`config.mk`:
```
export PLATFORM = sky130hd
export DESIGN_NAME = sar_search
export DESIGN_NICKNAME = d
export VERILOG_FILES = /design/src/rtl/sar_search.sv
export SDC_FILE = /design/constraint.sdc
export NUM_CORES = 1
export LEC_CHECK = 0
export CELL_PAD_IN_SITES_DETAIL_PLACEMENT = 0
export CELL_PAD_IN_SITES_GLOBAL_PLACEMENT = 1
export CORE_MARGIN = 5
export CORE_UTILIZATION = 43
export DETAILED_ROUTE_END_ITERATION = 10
export PLACE_DENSITY = 0.89
export SLEW_MARGIN = 20
export SYNTH_ARGS = -nofsm -noshare
export SYNTH_HDL_FRONTEND = slang
export SYNTH_SLANG_ARGS = --single-unit
```
`constraint.sdc`:
```
create_clock -name clk -period 6.1 [get_ports clk]
set_input_delay 1.525 -clock clk [delete_from_list [all_inputs] [get_ports clk]]
set_output_delay 1.525 -clock clk [all_outputs]
set_load 0.01 [all_outputs]
```
`src/rtl/sar_search.sv`:
```
// sar_search: successive-approximation (binary) search engine.
//
// Drives the B operand of an external magnitude comparator with `guess` and
// narrows an inclusive [lo, hi] window from the gt/eq/lt flags it returns,
// until the hidden A operand is hit (eq), the window empties, or the
// responder answers with an illegal flag combination.
//
// Ports:
//   clk        rising-edge clock
//   rst        synchronous active-high reset
//   start      begin a search (sampled only when idle)
//   guess      current probe value, to comparator B
//   cmp_valid  gt/eq/lt answer the current guess this cycle
//   gt/eq/lt   target >, ==, < guess
//   busy       search in progress
//   done       one-cycle pulse at the end of a search
//   found      last search ended on eq
//   error      last search ended on an illegal response
//   result     value found (0 when not found)
//   steps      responses consumed by the last or current search
module sar_search #(
  parameter  int WIDTH = 3,
  localparam int SW    = $clog2(WIDTH + 2)
) (
  input  logic             clk,
  input  logic             rst,
  input  logic             start,
  output logic [WIDTH-1:0] guess,
  input  logic             cmp_valid,
  input  logic             gt,
  input  logic             eq,
  input  logic             lt,
  output logic             busy,
  output logic             done,
  output logic             found,
  output logic             error,
  output logic [WIDTH-1:0] result,
  output logic [SW-1:0]    steps
);

  typedef enum logic [1:0] {
    S_IDLE  = 2'd0,
    S_PROBE = 2'd1,
    S_DONE  = 2'd2
  } state_t;

  // Midpoint of the inclusive window; bounds carry one extra bit so that
  // lo = 2^WIDTH (after a gt on the top value) is representable.
  function automatic logic [WIDTH-1:0] midpoint(input logic [WIDTH:0] lo,
                                                input logic [WIDTH:0] hi);
    logic [WIDTH:0] mid;
    mid = lo + ((hi - lo) >> 1);
    return mid[WIDTH-1:0];
  endfunction

  // A legal response has exactly one flag set.
  function automatic logic resp_legal(input logic g, input logic e, input logic l);
    return (g & ~e & ~l) | (~g & e & ~l) | (~g & ~e & l);
  endfunction

  state_t           state_q, state_d;
  logic [WIDTH:0]   lo_q, lo_d;
  logic [WIDTH:0]   hi_q, hi_d;
  logic [WIDTH-1:0] guess_q, guess_d;
  logic [WIDTH-1:0] result_q, result_d;
  logic [SW-1:0]    steps_q, steps_d;
  logic             found_q, found_d;
  logic             error_q, error_d;
  logic             busy_q, busy_d;
  logic             done_q, done_d;

  // Next-state and next-output logic.
  always_comb begin
    state_d  = state_q;
    lo_d     = lo_q;
    hi_d     = hi_q;
    guess_d  = guess_q;
    result_d = result_q;
    steps_d  = steps_q;
    found_d  = found_q;
    error_d  = error_q;

    case (state_q)
      S_IDLE: begin
        if (start) begin
          lo_d     = {(WIDTH+1){1'b0}};
          hi_d     = {1'b0, {WIDTH{1'b1}}};
          guess_d  = midpoint({(WIDTH+1){1'b0}}, {1'b0, {WIDTH{1'b1}}});
          result_d = {WIDTH{1'b0}};
          steps_d  = {SW{1'b0}};
          found_d  = 1'b0;
          error_d  = 1'b0;
          state_d  = S_PROBE;
        end else begin
          state_d = S_IDLE;
        end
      end
      S_PROBE: begin
        if (cmp_valid) begin
          steps_d = steps_q + SW'(1);
          if (!resp_legal(gt, eq, lt)) begin
            error_d = 1'b1;
            state_d = S_DONE;
          end else if (eq) begin
            result_d = guess_q;
            found_d  = 1'b1;
            state_d  = S_DONE;
          end else begin
            if (gt) begin
              lo_d = {1'b0, guess_q} + {{WIDTH{1'b0}}, 1'b1};
            end else begin
              hi_d = {1'b0, guess_q} - {{WIDTH{1'b0}}, 1'b1};
            end
            // A valid hi never has its top bit set, so a set top bit means
            // guess was 0 and hi underflowed to -1: the window is empty.
            if (hi_d[WIDTH] || (lo_d > hi_d)) begin
              state_d = S_DONE;
            end else begin
              guess_d = midpoint(lo_d, hi_d);
              state_d = S_PROBE;
            end
          end
        end else begin
          state_d = S_PROBE;
        end
      end
      S_DONE: begin
        state_d = S_IDLE;
      end
      default: begin
        state_d = S_IDLE;
      end
    endcase

    busy_d = (state_d == S_PROBE);
    done_d = (state_d == S_DONE);
  end

  // State and output registers.
  always_ff @(posedge clk) begin
    if (rst) begin
      state_q  <= S_IDLE;
      lo_q     <= {(WIDTH+1){1'b0}};
      hi_q     <= {(WIDTH+1){1'b0}};
      guess_q  <= {WIDTH{1'b0}};
      result_q <= {WIDTH{1'b0}};
      steps_q  <= {SW{1'b0}};
      found_q  <= 1'b0;
      error_q  <= 1'b0;
      busy_q   <= 1'b0;
      done_q   <= 1'b0;
    end else begin
      state_q  <= state_d;
      lo_q     <= lo_d;
      hi_q     <= hi_d;
      guess_q  <= guess_d;
      result_q <= result_d;
      steps_q  <= steps_d;
      found_q  <= found_d;
      error_q  <= error_d;
      busy_q   <= busy_d;
      done_q   <= done_d;
    end
  end

  assign guess  = guess_q;
  assign result = result_q;
  assign steps  = steps_q;
  assign found  = found_q;
  assign error  = error_q;
  assign busy   = busy_q;
  assign done   = done_q;

endmodule

```
==> impl_metrics.env, run 1 <==
export IMPL_areaGrowthSynthToFinish_pct=16.7
export IMPL_r2r_start="guess[0]"
export IMPL_pin_count=20
export IMPL_status="complete, no violations"
export IMPL_routed_via_count=1063
export IMPL_grt_max_degree=19
export IMPL_fin_util=0.511
export IMPL_synth_cells=141
export IMPL_finalNetCount=174
export IMPL_rsz0062_at_grt="false"
export IMPL_relSlewSlack=0.537
export IMPL_antenna_cells=0
export IMPL_die_h_um=65.1
export IMPL_swShare=0.329
export IMPL_ant_nets=0
export IMPL_use_met3=0.0277
export IMPL_setup_ws_ns=1.66
export IMPL_synth_top_area_frac=0.353
export IMPL_cts_buffers=3
export IMPL_grt_use_total=0.147
export IMPL_yosys_area_share_adder=0.0979
export IMPL_reg2regPathDepth=11
export IMPL_p_sw_w=0.000114
export IMPL_min_to="steps[1]"
export IMPL_drt_total_wl_um=2850
export IMPL_power_leakage_nw=0.605
export IMPL_grt_pass1_wl_um=4910
export IMPL_seq_area_frac_synth=0.353
export IMPL_fin_crit_sh=0.728
export IMPL_p_comb_frac=0.314
export IMPL_synth_compound_area_frac=0.251
export IMPL_min_period_ns=4.44
export IMPL_routed_via_density=5.59
export IMPL_arrival_ns=4.67
export IMPL_hold_class="reg2reg"
export IMPL_p_per_area_mw_per_mm2=229
export IMPL_synth_avg_cell_area_sq_um=9.25
export IMPL_fmax_mhz=225
export IMPL_setup_violations=0
export IMPL_seqPwrFrac=0.480
export IMPL_cts_resized=0
export IMPL_required_ns=6.33
export IMPL_top_usage_layer="met2"
export IMPL_worstSetupStartpointType="primary input"
export IMPL_hold_viol=0
export IMPL_synthXorXnorAreaFrac=0.0537
export IMPL_use_met2=0.235
export IMPL_ctsHoldBuffers=0
export IMPL_port_buffers=19
export IMPL_tightestPinTransition_ns=0.692
export IMPL_finalSetupTns_ns=0
export IMPL_synth_top_family_by_area="compound AO/OA/AOI/OAI gates"
export IMPL_async_flop_share=0
export IMPL_netlist_top_cells_area="dfxtp_1 (35%), ha_1 (6.7%), nor2_1 (4.9%), a22oi_1 (4.0%), xnor2_1 (3.4%)"
export IMPL_start_util=0.438
export IMPL_die_w_um=65.1
export IMPL_die_area_sq_mm=0.00423
export IMPL_synth_edff_count=0
export IMPL_fin_worst_skew_ns=0.00437
export IMPL_clk_pin_slew_ns=0.13
export IMPL_syn_nets=157
export IMPL_p_int_w=0.000234
export IMPL_wl_per_cell_um=15.0
export IMPL_regToRegEndpoint="guess[2]"
export IMPL_cts_tree="done"
export IMPL_gp_congestion=0.834
export IMPL_hold_path_cell_count=2
export IMPL_maxCapViolations=0
export IMPL_clock_sinks=23
export IMPL_htreeDepth=1
export IMPL_synthMuxAreaShare=0.0317
export IMPL_grt_overflow_total=0
export IMPL_clock_power_share=0.207
export IMPL_grtUsageMet1=0.206
export IMPL_dr_pass1_iters=4
export IMPL_yosys_top_cells_count="dfxtp_1 (23), nor2_1 (17), a21oi_1 (8), a22oi_1 (7), ha_1 (7)"
export IMPL_drc_errors=0
export IMPL_synth_distinct_cells=40
export IMPL_hpwl_um=2140
export IMPL_final_max_slew_viol_count=0
export IMPL_clock_latency_ns=0.31
export IMPL_ys_flop_type="dfxtp_1"
export IMPL_crit_type="in2reg"
export IMPL_rows=20
export IMPL_fill_cells=288
export IMPL_r2r_setup_slack_ns=2.95
export IMPL_ir_drop_mv=0.128
export IMPL_root_buffer="clkbuf_4"
export IMPL_crit_start="gt"
export IMPL_holdCritStartpoint="steps[1]"
export IMPL_worstPathMaxFanout=15
export IMPL_post_place_ws_ns=1.36
export IMPL_cts_setup_buffers=0
export IMPL_syn_area_sq_mm=0.00130
export IMPL_antenna_found_initial=0
export IMPL_synth_most_common_cell="dfxtp_1"
export IMPL_ys_warnings_count=0
export IMPL_core_area_sq_mm=0.00298
export IMPL_yosys_area_share_simple=0.163
export IMPL_cts_buffer_depth=2
export IMPL_cp_end_kind="flip-flop"
export IMPL_synth_top_area_cell="dfxtp_1"
export IMPL_drive_gt1_frac=0.0637
export IMPL_first_global_vias=1009
export IMPL_drt_iter0_drc=55
export IMPL_synth_seq_cells=23
[placed cells by master, fill, tap and decap left out, types with 2 or more instances in the layout]
master and instances:
o21a_1 2, inv_1 6, a311oi_1 3, a31oi_1 2, nand2_1 6, clkdlybuf4s50_1 19, nand3_1 3, o21ai_0 6
mux2i_1 3, clkbuf_4 3, nand2b_1 4, xor2_1 3, nor2b_1 2, a22oi_1 7, dfxtp_1 23, and4_1 2
o211a_1 2, a21o_1 5, a21oi_1 8, xnor2_1 5, fa_1 2, ha_1 7, a2bb2oi_1 2, nor2_1 17
[cell type report]
class / count / area [sq um] / area share
tap: 33 / 41.3 / 0.0271
timing repair buffer: 19 / 190 / 0.125
sequential: 23 / 460 / 0.303
multi-input combinational: 105 / 779 / 0.512
clock inverter: 1 / 5.00 / 0.00329
clock buffer: 3 / 22.5 / 0.0148
inverter: 6 / 22.5 / 0.0148
[worst max-delay path by stage]
stage	end	slack, ns	depth (start not counted)
after floorplan	guess[2]	2.21	12
after detailed placement	guess[2]	1.36	11
after global placement	guess[2]	1.42	11
after global routing	guess[2]	1.42	11
after CTS	guess[2]	1.67	11
final	guess[2]	1.66	11
[critical path: stages]
cell and delay, ns:
clkdlybuf4s50_1 0.92, inv_1 0.20, mux2i_1 0.22, fa_1 0.56, ha_1 0.13, inv_1 0.05
fa_1 0.37, xor2_1 0.16, xnor2_1 0.14, xnor2_1 0.14, o32ai_1 0.25
[power groups by stage]
stage	logic (W)	registers, W	clock network (W)
after floorplan	0.0000826	0.000167	0
after global placement	0.000107	0.000170	0
after detailed placement	0.000110	0.000170	0
after CTS	0.000110	0.000167	0.0000742
after global routing	0.000124	0.000168	0.0000818
final	0.000109	0.000167	0.0000719
[flip-flops by register name (all words and copies together), names as in the netlist]
signal / count
error: 1
found: 1
state_q: 2
lo_q: 4
done: 1
guess: 3
steps: 3
hi_q: 4
busy: 1
result: 3
[metal layers]
layer	share of wire	up-vias
met3	0.054	2
met1	0.48	492
met4	0.0053	0
met2	0.46	27
met5	0	-
li1	-	542
[kinds of logic after synthesis]
logic type      after synthesis
simple gates                 40
xor+xnor                      8
mux                           4
fa+ha+maj                     9
buf+inv                      13
flops                        23
compound gates               44
[per-stage QoR]
step | total power (W) | cells | instance area, sq um | hold slack (ns)
after floorplan | 0.000250 | 141 | 1300 | 0.455
after detailed placement | 0.000280 | 186 | 1490 | 0.466
after global placement | 0.000277 | 186 | 1490 | 0.463
after CTS | 0.000351 | 190 | 1520 | 0.485
after global routing | 0.000374 | 190 | 1520 | 0.520
final | 0.000348 | 190 | 1520 | 0.482
Power figures use the tool's default switching activity.
==> run 2: changes to the inputs <==
- CORE_UTILIZATION: 43 -> 36
- PLACE_DENSITY: 0.89 -> 0.8
- clock period: 6.1 -> 3.68 ns (I/O delays scaled with it)
==> run 2 against run 1 <==
  * Setup slack lost 1.3 ns
  * Clock power grew 71%
  * Utilization shrank 4.3 points
==> impl_metrics.env, run 2 (same netlist as run 1, synthesis figures left out) <==
export IMPL_status="complete, no violations"
export IMPL_drt_total_wl_um=3010
export IMPL_wl_per_cell_um=14.2
export IMPL_grt_pass1_wl_um=5090
export IMPL_ctsHoldBuffers=0
export IMPL_first_global_vias=1113
export IMPL_worstSetupStartpointType="primary input"
export IMPL_path_cells="clkdlybuf4s50_1 -> buf_4 -> mux2i_1 -> ha_1 -> xnor2_1 -> fa_1 -> xor2_1 -> xnor2_1 -> xnor2_1 -> o32ai_1"
export IMPL_die_w_um=70.2
export IMPL_cts_resized=0
export IMPL_drt_iter0_drc=70
export IMPL_cts_buffers=3
export IMPL_slowest_delay_ns=0.56
export IMPL_relSlewSlack=0.633
export IMPL_reg_top3="hi_q: 4 flops, lo_q: 4 flops"
export IMPL_final_max_slew_viol_count=0
export IMPL_placed_area_sq_mm=0.00157
export IMPL_ir_drop_mv=0.249
export IMPL_routed_via_density=5.17
export IMPL_min_period_ns=3.35
export IMPL_tightestPinTransition_ns=0.550
export IMPL_clock_sinks=23
export IMPL_design_area_sq_mm=0.00160
export IMPL_die_h_um=70.2
export IMPL_layout_common_cells="dfxtp_1 (23), clkdlybuf4s50_1 (19), nor2_1 (17), a21oi_1 (8), buf_4 (8)"
export IMPL_clock_latency_ns=0.32
export IMPL_setup_violations=0
export IMPL_core_area_sq_mm=0.00342
export IMPL_worst_path_buf_inv=2
export IMPL_root_buffer="clkbuf_4"
export IMPL_power_leakage_nw=0.643
export IMPL_antenna_cells=0
export IMPL_clk_pin_slew_ns=0.14
export IMPL_drive_gt1_frac=0.109
export IMPL_gp_congestion=0.820
export IMPL_pin_count=20
export IMPL_cts_tree="done"
export IMPL_start_util=0.382
export IMPL_dr_pass1_iters=4
export IMPL_crit_type="in2reg"
export IMPL_grt_max_degree=19
export IMPL_hold_class="reg2reg"
export IMPL_worstPathMaxFanout=8
export IMPL_required_ns=3.92
export IMPL_cpLargestDelayFamily="buffers and inverters"
export IMPL_fin_worst_skew_ns=0.00582
export IMPL_slowest_stage="clkdlybuf4s50_1"
export IMPL_finalNetCount=182
export IMPL_hpwl_um=2270
export IMPL_path_common_cell="xnor2_1"
export IMPL_cp_end_kind="flip-flop"
export IMPL_die_area_sq_mm=0.00493
export IMPL_antenna_found_initial=0
export IMPL_fin_crit_sh=0.909
export IMPL_fin_util=0.468
export IMPL_drc_errors=0
export IMPL_p_per_area_mw_per_mm2=373
export IMPL_fmax_mhz=299
export IMPL_ant_nets=0
export IMPL_grt_overflow_total=0
export IMPL_cts_buffer_depth=2
export IMPL_grt_use_total=0.127
export IMPL_fill_cells=341
export IMPL_rsz0062_at_grt="false"
export IMPL_htreeDepth=1
export IMPL_maxCapViolations=0
export IMPL_finalSetupTns_ns=0
export IMPL_hold_viol=0
export IMPL_port_buffers=19
export IMPL_routed_via_count=1090
export IMPL_cts_setup_buffers=0
export IMPL_p_total_w=0.000596
export IMPL_final_common_cell="dfxtp_1"
export IMPL_arrival_ns=3.58
export IMPL_areaGrowthSynthToFinish_pct=22.6
export IMPL_rows=21
run 2: changes by cell type in the layout (fill, tap and decap cells not counted), sizes merged:
cell,before,now
buf,0,8
run 2: report_power, final:
group / leakage (nW) / internal (W) / total, W / switching (W)
combinational: 0.437 / 0.0000956 / 0.000196 / 0.000101
clock: 0.0177 / 0.0000408 / 0.000123 / 0.0000820
sequential: 0.188 / 0.000261 / 0.000277 / 0.0000157
total: 0.643 / 0.000398 / 0.000596 / 0.000198
run 2: layout make-up:
cell class / instances / area [sq um] / area share
clock inverter: 1 / 5.00 / 0.00313
tap: 46 / 57.6 / 0.0360
sequential: 23 / 460 / 0.288
timing repair buffer: 27 / 250 / 0.157
inverter: 6 / 22.5 / 0.0141
multi-input combinational: 105 / 779 / 0.488
clock buffer: 3 / 22.5 / 0.0141
run 2: metrics by stage:
step	cells	hold slack (ns)	setup slack, ns
global route	211	0.500	0.185
CTS	211	0.482	0.348
global placement	207	0.458	0.104
detailed placement	207	0.463	0.0324
floorplan	141	0.455	0.398
finish	211	0.481	0.335
run 2: worst paths after layout:
path	from	endpoint	slack, ns	cells past startpoint
setup / recovery	gt	guess[2]	0.33	10
setup reg to reg	guess[0]	guess[2]	0.63	11
hold / removal	steps[1]	steps[1]	0.48	2
hold reg to reg	steps[1]	steps[1]	0.48	2
run 2: worst reg2reg max path: cells and delay by family (launching register included):
kind | cells | cell delay, ns
buffers and inverters | 1 | 0.11
xor gates and xnor gates | 5 | 0.75
adders and majority gates | 3 | 0.99
DFF | 1 | 0.60
AOI/OAI and AO/OA | 2 | 0.53
run 2: layer usage:
metal | vias up | routed length [um] | track usage
li1 | 559 | - | -
met4 | 0 | 19 | 0.0340
met3 | 2 | 144 | 0.0416
met1 | 510 | 1350 | 0.150
met5 | - | 0 | 0
met2 | 19 | 1500 | 0.221
==> run 3: changes to the inputs <==
- SLEW_MARGIN: 20 -> not set
==> results of run 3 <==
Same layout as run 2: the final DEF is identical, and so are final timing and power.
==> variant 1, RTL diff (flow settings as in run 3) <==
Re-encode `state_t` (3 states) as one-hot, 3 bits wide.
--- a/src/rtl/sar_search.sv
+++ b/src/rtl/sar_search.sv
@@ -40,6 +40,6 @@
 
-  typedef enum logic [1:0] {
-    S_IDLE  = 2'd0,
-    S_PROBE = 2'd1,
-    S_DONE  = 2'd2
+  typedef enum logic [2:0] {
+    S_IDLE  = 3'b001,
+    S_PROBE = 3'b010,
+    S_DONE  = 3'b100
   } state_t;
Formal check against the unedited RTL: no difference found for any inputs over 10 cycles, from zero or initial values and one cycle with rst high; not proved beyond that.
==> variant 1 against run 3 <==
Sequential power barely moved; highest routed layer unchanged; power rose by 16%; worst setup slack got worse by 0.054 ns; area after synthesis rose by 4.0%; critical path depth grew 1; largest cell class unchanged; sequential cell count rose by 1; non-clock buffer count is 4 higher; wire length is 10% higher; combinational power fell by 9%; design area grew 9.4%; count of clock-buffer cells in the layout is the same; critical endpoint unchanged.
==> variant 1: results (changes against run 3) <==
metric,value,unit,change
total_power,0.6932,mW,+16%
status,completed,,
power_frac_seq,0.400,,-0.065
grt_max_degree,15,,-4
holdPathStages,2,,unchanged
place_area,1677,um2,+6.8%
first_global_vias,1260,,+13%
leakage,0.7045,nW,+9.6%
wl_met2,1.608,mm,+7.5%
relSlewSlack,0.3835,,-0.2491
grtUsageTotal,0.1349,,+0.007520
synth_cell_types,43,,+7.5%
cts-root-buf,clkbuf_8,,
synth_area_leaders,"dfxtp_1, ha_1, nor2_1",,
netlist_instances,156,,+11%
hold_path_end,result[2]$_SDFFE_PP0P_,,
ir_drop,0.1819,mV,-27%
wl_met3,131,um,-9.0%
routabilityCongestion,0.8428,,+2.8%
clock_latency,0.27,ns,-0.05 ns
grt_pass1_wl,5.664,mm,+11%
p_clk,0.238,mW,+93%
fin_nets,202,,+11%
pre_cts_slack,0.008554,ns,-0.02384 ns
n_fill_cell,364,,+6.7%
ys_seq_area_frac,0.3542,,+0.001077
reg2reg_slack,0.59,ns,-0.04 ns
r2r_cells,9,,-2
finalCriticalPeriod,3.399,ns,+0.05442 ns
wirelength,3.314,mm,+10%
dp_hpwl,2.578,mm,+13%
syn_nets,171,,+8.9%
clkSlewWorstSetupHoldPaths,0.09,ns,-0.05 ns
drt_iter0_markers,82,,+17%
m1WireLength,1.551,mm,+15%
synth_common_cells,"dfxtp_1, nor2_1, inv_1, nand2_1, a21oi_1",,
cp_max_fo,5,,-3
fin_skew,0.003532,ns,-0.002286 ns
vias,1245,,+14%
crit_family,adder cells,,
fin_cells,234,,+11%
min_from,result[2]$_SDFFE_PP0P_,,
switching_power,0.1970,mW,-0.65%
final_util,0.4774,,+0.009678
whs,0.4780,ns,-0.002732 ns
drive_gt1_frac,0.1129,,+0.003812
variant 1: per-layer routing:
metal  global-route usage  vias up
li1                     -      621
met3              0.02384        4
met1               0.1753      593
met4              0.05010        0
met2               0.2224       27
met5                    0        -
variant 1: cells by family (layout without fill, tap and decap cells):
logic type      count (synthesis)  in the layout  synth area share
fa+ha+maj                       8              8           0.08487
mux                             8              8           0.06365
simple gates                   51             51            0.1900
flops                          24             24            0.3542
xor+xnor                        8              8           0.05166
buf+inv                        18             48           0.05073
compound gates                 39             39            0.2048
variant 1: area by class of cell:
type | instances | area share
clock buffer | 3 | 0.02362
multi-input combinational | 114 | 0.4617
timing repair buffer | 31 | 0.1603
clock inverter | 1 | 0.01718
sequential | 24 | 0.2749
tap | 48 | 0.03436
inverter | 13 | 0.02792
variant 1: tightest hold or removal path, cell delays in order, from the launching register on:
cell and delay, ns:
dfxtp_1 0.32, nand2_1 0.06, a21oi_1 0.06
==> variant 2, RTL diff (flow settings as in run 3) <==
Without the edit above. Set the parameter `WIDTH` to 2 (it was 3).
--- a/src/rtl/sar_search.sv
+++ b/src/rtl/sar_search.sv
@@ -21,3 +21,3 @@
 module sar_search #(
-  parameter  int WIDTH = 3,
+  parameter  int WIDTH = 2,
   localparam int SW    = $clog2(WIDTH + 2)
Interface: changed (resized guess, result and steps); port bits go from 20 to 17. No check against the original RTL was run, so the function may have changed too.
==> variant 2 against run 3 <==
Global-route usage shrank 0.78 points; wire length shrank 24%; register-to-register slack gained 0.32 ns; area after synthesis shrank 19%; design area shrank 20%; die area shrank 16%; sequential cell count shrank 5; worst setup slack gained 0.097 ns; power shrank 25%; largest cell class unchanged; highest routed layer unchanged.
==> variant 2: results (changes against run 3) <==
metric,value,unit,change
leakage,0.5452,nW,-15%
n_fill_cell,278,,-18%
syn_nets,133,,-15%
grt_max_degree,19,,unchanged
fin_cells,167,,-21%
wl_per_cell,13.60,um,-4.5%
grtUsageTotal,0.1196,,-0.007791
fin_skew,0.009387,ns,+0.003569 ns
routabilityCongestion,0.8623,,+5.2%
hold_class,reg2reg,,
clock_latency,0.29,ns,-0.03 ns
reg2reg_slack,0.95,ns,+0.32 ns
dp.cells,164,,-21%
vias_per_cell,5.419,,+4.9%
status,completed,,
avgSynthCellArea,8.831,um2,-4.5%
holdPathStages,1,,-1
first_pass_iters,3,,-1
drive_gt1_frac,0.08088,,-0.02821
synth_cell_types,37,,-7.5%
max_slew.worst_pin.slew,0.6528,ns,+0.1028 ns
reg.largest.list,"hi_q x3, lo_q x3",,
dp_hpwl,1.787,mm,-21%
min_from,found$_SDFFE_PP0P_,,
clkSlewWorstSetupHoldPaths,0.11,ns,-0.03 ns
rr_endpoint,guess[1]$_SDFFE_PP0P_,,
die_w,64.26,um,-8.4%
ir_drop,0.1842,mV,-26%
fin_nets,151,,-17%
grt_pass1_wl,4.022,mm,-21%
first_global_vias,924,,-17%
synth_common_cells,"dfxtp_1, nor2_1, inv_1, a21oi_1, mux2i_1",,
cp_data_arrival_time,3.45,ns,-0.13 ns
ys_seq_area_frac,0.3400,,-0.01314
ctsLongestPathBuffers,2,,unchanged
ys_warn_count,0,,unchanged
drt_iter0_markers,16,,-77%
io_buffer_count,16,,-3
synth_area_leaders,"dfxtp_1, ha_1, mux2i_1",,
hold_path_end,found$_SDFFE_PP0P_,,
variant 2: how the worst max path moves through the flow:
stage	cells past startpoint	end
6_report	11	guess[1]$_SDFFE_PP0P_
3_5_place_dp	10	guess[1]$_SDFFE_PP0P_
3_3_place_gp	10	guess[1]$_SDFFE_PP0P_
2_1_floorplan	10	guess[1]$_SDFFE_PP0P_
4_1_cts	11	guess[1]$_SDFFE_PP0P_
5_1_grt	11	guess[1]$_SDFFE_PP0P_
variant 2: per-stage QoR:
step	worst slack (ns)	hold slack, ns	power [mW]	area (um2)
5_1_grt	0.3292	0.4970	0.4754	1279
2_1_floorplan	0.7096	0.4544	0.3108	1060
3_3_place_gp	0.2057	0.4395	0.3484	1256
4_1_cts	0.4433	0.4730	0.4502	1279
6_report	0.4319	0.4735	0.4453	1279
3_5_place_dp	0.1207	0.4468	0.3525	1256
variant 2: worst max-delay path, stage by stage:
cell and delay (ns):
clkdlybuf4s50_1 0.61, buf_4 0.19, mux2i_1 0.25, inv_1 0.09, fa_1 0.52, inv_1 0.05, ha_1 0.18, xor2_1 0.15
xnor2_1 0.13, xnor2_1 0.13, a41o_1 0.23
variant 2: cell type report:
type                            instances  area [um2]  area share
Clock buffer                            3       22.52     0.01761
Inverter                                9       33.78     0.02642
Tap cell                               31       38.79     0.03033
Timing Repair Buffer                   19       182.7      0.1429
Multi-Input combinational cell         87       640.6      0.5010
Sequential cell                        18       360.3      0.2818
variant 2: cells by family after synthesis:
group,share of synthesized area
AO/OA/AOI/OAI,0.2078
XOR/XNOR,0.04133
adder cells (fa/ha/maj),0.07792
buffers and inverters,0.05548
flip-flops,0.3400
multiplexers,0.06730
AND/OR/NAND/NOR,0.2102
variant 2: per-layer routing:
metal | vias up | track usage | part of all wire | routed length [um]
met1 | 429 | 0.1430 | 0.45 | 1030
met3 | 5 | 0.01576 | 0.023 | 53
met4 | 0 | 0.06107 | 0.022 | 49
met5 | - | 0 | 0 | 0
li1 | 460 | - | - | -
met2 | 11 | 0.2065 | 0.50 | 1137
variant 2: power by group:
group | leakage [nW] | internal, mW | switching (mW) | total (mW)
sequential | 0.147 | 0.204 | 0.0116 | 0.216
combinational | 0.385 | 0.0631 | 0.0680 | 0.131
clock | 0.0138 | 0.0381 | 0.0602 | 0.0982
total | 0.545 | 0.306 | 0.140 | 0.445
